### src/rtl/div64_seq.sv
// Iterative 64-bit restoring divider. One quotient bit per cycle through a
// single shared subtractor64. Signed operands are divided as magnitudes and
// the signs are restored in FIX (truncating division: remainder takes the
// dividend's sign).
//
// state | meaning
// IDLE  | waiting for start
// PREP  | form operand magnitudes and sign flags, or short-cut divide-by-zero
// ITER  | 64 shift/trial-subtract steps, counter 0..63
// FIX   | apply signs and publish quotient/remainder
// DONE  | done pulse; a new start is accepted here too

module subtractor64 (
   input  logic [63:0] a,
   input  logic [63:0] b,
   output logic [63:0] diff,
   output logic        cout,
   output logic        overflow
);
   logic [64:0] sum;

   // a - b as a + ~b + 1; carry out high means no borrow (a >= b unsigned)
   assign sum      = {1'b0, a} + {1'b0, ~b} + 65'd1;
   assign diff     = sum[63:0];
   assign cout     = sum[64];
   assign overflow = (a[63] ^ b[63]) & (a[63] ^ diff[63]);
endmodule

module div64_seq #(
   parameter int WIDTH = 64,
   parameter int CNT_W = 7
) (
   input  logic             clk,
   input  logic             rst_n,
   input  logic             start,
   input  logic             is_signed,
   input  logic [WIDTH-1:0] dividend,
   input  logic [WIDTH-1:0] divisor,
   output logic             busy,
   output logic             done,
   output logic [WIDTH-1:0] quotient,
   output logic [WIDTH-1:0] remainder,
   output logic             div_by_zero
);
   typedef enum logic [2:0] {
      ST_IDLE = 3'd0,
      ST_PREP = 3'd1,
      ST_ITER = 3'd2,
      ST_FIX  = 3'd3,
      ST_DONE = 3'd4
   } state_t;

   state_t           state_q, state_d;
   logic [CNT_W-1:0] cnt_q, cnt_d;
   logic [WIDTH-1:0] dvd_q, dvd_d;
   logic [WIDTH-1:0] dvs_q, dvs_d;
   logic             sgn_q, sgn_d;
   logic [WIDTH-1:0] rem_q, rem_d;
   logic [WIDTH-1:0] quo_q, quo_d;
   logic [WIDTH-1:0] mag_q, mag_d;
   logic             q_neg_q, q_neg_d;
   logic             r_neg_q, r_neg_d;
   logic [WIDTH-1:0] quotient_q, quotient_d;
   logic [WIDTH-1:0] remainder_q, remainder_d;
   logic             dz_q, dz_d;

   logic [WIDTH-1:0] sub_a;
   logic [WIDTH-1:0] sub_diff;
   logic             sub_cout;
   logic             sub_ovf_unused;
   logic             dvd_neg, dvs_neg, accept;

   // The shifted partial remainder S[63:0]; S[64] is rem_q[63]
   assign sub_a = {rem_q[WIDTH-2:0], quo_q[WIDTH-1]};

   subtractor64 u_sub (
      .a        (sub_a),
      .b        (mag_q),
      .diff     (sub_diff),
      .cout     (sub_cout),
      .overflow (sub_ovf_unused)
   );

   assign dvd_neg = sgn_q & dvd_q[WIDTH-1];
   assign dvs_neg = sgn_q & dvs_q[WIDTH-1];
   // A set S[64] means S exceeds any 64-bit divisor, so the trial always fits
   assign accept  = rem_q[WIDTH-1] | sub_cout;

   // Next-state and datapath update
   always_comb begin
      state_d     = state_q;
      cnt_d       = cnt_q;
      dvd_d       = dvd_q;
      dvs_d       = dvs_q;
      sgn_d       = sgn_q;
      rem_d       = rem_q;
      quo_d       = quo_q;
      mag_d       = mag_q;
      q_neg_d     = q_neg_q;
      r_neg_d     = r_neg_q;
      quotient_d  = quotient_q;
      remainder_d = remainder_q;
      dz_d        = dz_q;
      case (state_q)
         ST_IDLE, ST_DONE: begin
            if (start) begin
               state_d = ST_PREP;
               dvd_d   = dividend;
               dvs_d   = divisor;
               sgn_d   = is_signed;
               dz_d    = 1'b0;
            end else begin
               state_d = ST_IDLE;
            end
         end
         ST_PREP: begin
            q_neg_d = dvd_neg ^ dvs_neg;
            r_neg_d = dvd_neg;
            rem_d   = '0;
            quo_d   = dvd_neg ? -dvd_q : dvd_q;
            mag_d   = dvs_neg ? -dvs_q : dvs_q;
            cnt_d   = '0;
            if (dvs_q == '0) begin
               // Remainder reports the operand as given, not its magnitude
               state_d     = ST_DONE;
               quotient_d  = '1;
               remainder_d = dvd_q;
               dz_d        = 1'b1;
            end else begin
               state_d = ST_ITER;
            end
         end
         ST_ITER: begin
            rem_d = accept ? sub_diff : sub_a;
            quo_d = {quo_q[WIDTH-2:0], accept};
            cnt_d = cnt_q + 1'b1;
            if (cnt_q == CNT_W'(WIDTH - 1)) begin
               state_d = ST_FIX;
            end
         end
         ST_FIX: begin
            quotient_d  = q_neg_q ? -quo_q : quo_q;
            remainder_d = r_neg_q ? -rem_q : rem_q;
            state_d     = ST_DONE;
         end
         default: state_d = ST_IDLE;
      endcase
   end

   // State and datapath registers; reset aborts any operation in flight
   always_ff @(posedge clk or negedge rst_n) begin
      if (!rst_n) begin
         state_q     <= ST_IDLE;
         cnt_q       <= '0;
         dvd_q       <= '0;
         dvs_q       <= '0;
         sgn_q       <= 1'b0;
         rem_q       <= '0;
         quo_q       <= '0;
         mag_q       <= '0;
         q_neg_q     <= 1'b0;
         r_neg_q     <= 1'b0;
         quotient_q  <= '0;
         remainder_q <= '0;
         dz_q        <= 1'b0;
      end else begin
         state_q     <= state_d;
         cnt_q       <= cnt_d;
         dvd_q       <= dvd_d;
         dvs_q       <= dvs_d;
         sgn_q       <= sgn_d;
         rem_q       <= rem_d;
         quo_q       <= quo_d;
         mag_q       <= mag_d;
         q_neg_q     <= q_neg_d;
         r_neg_q     <= r_neg_d;
         quotient_q  <= quotient_d;
         remainder_q <= remainder_d;
         dz_q        <= dz_d;
      end
   end

   assign busy        = (state_q == ST_PREP) || (state_q == ST_ITER) || (state_q == ST_FIX);
   assign done        = (state_q == ST_DONE);
   assign quotient    = quotient_q;
   assign remainder   = remainder_q;
   assign div_by_zero = dz_q;
endmodule

### config.mk
export PLATFORM = sky130hd
export DESIGN_NAME = div64_seq
export DESIGN_NICKNAME = d
export VERILOG_FILES = /design/src/rtl/div64_seq.sv
export SDC_FILE = /design/constraint.sdc
export NUM_CORES = 1
export LEC_CHECK = 0
export BUFFER_PORTS_ARGS = -buffer_cell sky130_fd_sc_hd__buf_2
export CELL_PAD_IN_SITES_DETAIL_PLACEMENT = 1
export CELL_PAD_IN_SITES_GLOBAL_PLACEMENT = 1
export CORE_ASPECT_RATIO = 1.75
export CORE_MARGIN = 4
export CORE_UTILIZATION = 42
export DETAILED_ROUTE_END_ITERATION = 12
export PLACE_DENSITY_LB_ADDON = 0.1
export SLEW_MARGIN = 10
export SYNTH_ARGS = -nofsm -noshare
export SYNTH_HDL_FRONTEND = slang
export SYNTH_SLANG_ARGS = --single-unit
export TNS_END_PERCENT = 5
### constraint.sdc
create_clock -name clk -period 5.91 [get_ports clk]
set_clock_uncertainty 0.2 [all_clocks]
set_input_delay 1.182 -clock clk [delete_from_list [all_inputs] [get_ports clk]]
set_output_delay 1.182 -clock clk [all_outputs]
set_load 0.01 [all_outputs]
==> flow_metrics.py <==
metrics = {
    "status": {
        "status": "completed",
    },
    "yosys": {
        "synth_edf_count": 0,
        "async_reset_ff_share_pct": 100,
        "ys_warn_count": 0,
        "synth_seq_cells": 462,
        "avgSynthCellArea_um2": 8.36,
        "netlist.area_leader.share_pct": 42.4,
        "netlist_area_mm2": 0.0273,
        "ys.flop_type": "dfrtp_1",
        "ys_types": 68,
        "synth-seq-area-share_pct": 42.4,
        "syn_inst": 3266,
        "yosys.area.top_type": "dfrtp_1",
        "syn-num-nets": 3468,
        "synthTopCellsByArea": "dfrtp_1 (42%), nand2_1 (8.8%), o21ai_0 (5.7%), xor2_1 (4.9%), xnor2_1 (4.6%)",
    },
    "min_path": {
        "min_from": "mag_q[21]$_DFFE_PN0P_",
        "hold_end": "mag_q[21]$_DFFE_PN0P_",
        "hp-class": "register to register",
        "min_path_cells": 2,
    },
    "sta": {
        "post-route-period-util_pct": 83.5,
        "max_freq_mhz": 203,
        "fin_setup_tns_ns": 0,
        "setup_viol": 0,
        "rsz0062_at_grt": "no",
        "slew_headroom_pct": 21.7,
        "tightestPinTransition_ns": 1.17,
        "holdWs_ns": 0.277,
        "finalHoldViolations": 0,
        "slew_viol_final": 0,
        "layout_min_cycle_time_ns": 4.94,
    },
    "detailed_routing": {
        "wire_per_inst_um": 21.4,
        "drt_iter0_drc": 1033,
        "drc": 0,
        "drt-vias-per-instance": 5.72,
        "postRouteAntennaNets": 0,
        "via_count": 24400,
        "firstDrtPassIters": 5,
        "wirelength_mm": 91.2,
    },
    "floorplanning": {
        "die-area_mm2": 0.0693,
        "row_count": 123,
        "boundaryPins": 263,
        "initial_utilization_pct": 42.4,
        "die_h_um": 345,
        "core_mm2": 0.0643,
        "die_w_um": 201,
    },
    "setup_path": {
        "required_ns": 6.24,
        "cp_max_fo": 42,
        "r2r-start": "dvs_q[2]$_DFFE_PN0P_",
        "critPathArrivalTime_ns": 5.26,
        "r2r_end": "quotient[54]$_DFFE_PN0P_",
        "r2r_slack_ns": 0.97,
        "endpoint_kind": "register",
        "rr_worst_depth": 11,
        "cp-start-kind": "register",
        "crit_type": "register to register",
    },
    "final_layout": {
        "synthToLayoutAreaGrowth_pct": 13.3,
        "final_common_cell": "nand2_1",
        "antennaDiodeCount": 0,
        "layout_common_cells": "nand2_1 (638), dfrtp_1 (460), o21ai_0 (309)",
        "final_area_mm2": 0.0309,
        "final_nets": 3618,
        "drive_gt1_share_pct": 12.6,
    },
    "clock_tree": {
        "clk_pin_slew_worst_paths_ns": 0.06,
        "ctsLongestPathBuffers": 3,
        "cts_inserted_buffers": 47,
        "hold_buffers": 0,
        "postCtsSetupBuffers": 0,
        "cts_resized": 0,
        "clock_latency_ns": 0.62,
        "root_buffer": "clkbuf_16",
        "cts_tree": "yes",
        "htreeDepth": 2,
        "numClockSinks": 462,
    },
    "placed_design": {
        "placed_cell_area_mm2": 0.0293,
        "place.gp.congestion": 0.915,
        "hpwlAfterDp_mm": 70.4,
        "portBuffers": 262,
    },
    "grt": {
        "grt.total_usage_pct": 25.8,
        "grt_pass1_vias": 25900,
        "antenna_found_initial": 1,
        "grt.overflow.total": 0,
        "grt_max_degree": 117,
        "grt_pass1_wl_mm": 145,
    },
    "power": {
        "p_per_area_mw_per_mm2": 208,
        "p_leak_nw": 15.1,
        "ir_drop_v": 0.000211,
    },
    "flow_run": {
        "maxCapViolations": 0,
    },
}
==> worst max-delay path: stages, from the launching register on <==
cell	delay [ns]
dfrtp_1	0.42
nor2_1	0.27
nand3_1	0.39
or2_2	0.48
or3_1	0.41
nor3_1	0.58
nand3_1	0.42
or2_2	0.42
nand2_2	0.63
buf_4	0.38
nor2_1	0.08
a21oi_1	0.13
==> state kept, by name, summed over array words and instances (netlist names) <==
name	count
sgn_q	1
dvs_q	64
mag_q	64
state_q	3
quo_q	64
div_by_zero	1
quotient	64
rem_q	64
r_neg_q	1
remainder	64
q_neg_q	1
dvd_q	64
cnt_q	7
==> per-layer routing <==
layer | track usage, % | share of wire, % | routed length [um]
met5 | 0 | 0 | 0
met4 | 11.2 | 4.8 | 4400
met3 | 3.06 | 3.3 | 3030
met2 | 46.7 | 51 | 46500
met1 | 30.7 | 41 | 37300
==> stage by stage <==
step	total power, W	setup slack, ns	cells	util (%)
floorplan	0.00322	1.94	3266	-
finish	0.00645	0.975	4267	48.1
CTS	0.00654	0.927	4267	48.1
global placement	0.00334	1.08	4179	45.5
global route	0.00667	0.512	4267	48.1
detailed placement	0.00334	0.946	4179	45.5
==> cells by family (layout without fill, tap and decap cells) <==
kind of cell	count (synthesis)	in the layout	synth area share, %
and+or+nand+nor	1225	1225	20.0
AOI/OAI and AO/OA	908	908	20.6
DFF	462	462	42.4
buffers and inverters	299	488	4.11
xor gates and xnor gates	297	297	9.53
adders and majority gates	70	70	3.24
muxes	5	5	0.183
==> worst max-delay path by stage <==
stage	startpoint	end	depth (start not counted)
global placement	dvs_q[28]$_DFFE_PN0P_	quotient[54]$_DFFE_PN0P_	11
finish	dvs_q[2]$_DFFE_PN0P_	quotient[54]$_DFFE_PN0P_	11
floorplan	rem_q[0]$_DFFE_PN0P_	remainder[60]$_DFFE_PN0P_	14
CTS	dvs_q[28]$_DFFE_PN0P_	quotient[62]$_DFFE_PN0P_	11
detailed placement	dvs_q[28]$_DFFE_PN0P_	quotient[62]$_DFFE_PN0P_	11
global route	dvs_q[28]$_DFFE_PN0P_	quotient[56]$_DFFE_PN0P_	11
==> report_power, final <==
group	internal [W]	switching, W
clock	0.00182	0.00134
sequential	0.00316	0
combinational	0.0000371	0.0000796
==> cells in the mapped netlist, types with 4 or more instances <==
master and instances:
nor3_1 131, o31ai_1 56, o221a_2 10, a31oi_1 24
a221o_1 4, or2_2 12, nand4_1 25, ha_1 69
nand3_1 65, a21oi_1 212, or4_1 20, a221oi_1 4
buf_1 17, o21ai_0 309, nor2b_1 6, a41oi_1 4
a22oi_1 77, nand3b_1 5, a32oi_1 11, o21bai_1 17
a22o_1 28, a31o_2 4, dfrtp_1 462, o211ai_1 11
and4_1 4, a21o_1 37, o21a_1 6, nor4_1 26
nor2_1 189, xor2_1 154, clkbuf_1 187, or3_1 42
xnor2_1 143, and2_1 17, mux2i_1 5, a211oi_1 11
nand2b_1 19, inv_1 95, o41ai_1 30, nand2_1 641
o22ai_1 32
==> layout make-up <==
class                           count  area [um2]
Clock buffer                       65        1350
Clock inverter                     23         288
Fill cell                        7666       33400
Inverter                           95         357
Multi-Input combinational cell   2505       14700
Sequential cell                   462       11600
Tap cell                          812        1020
Timing Repair Buffer              305        1680
Note: power is estimated with default switching activity, not from simulation.
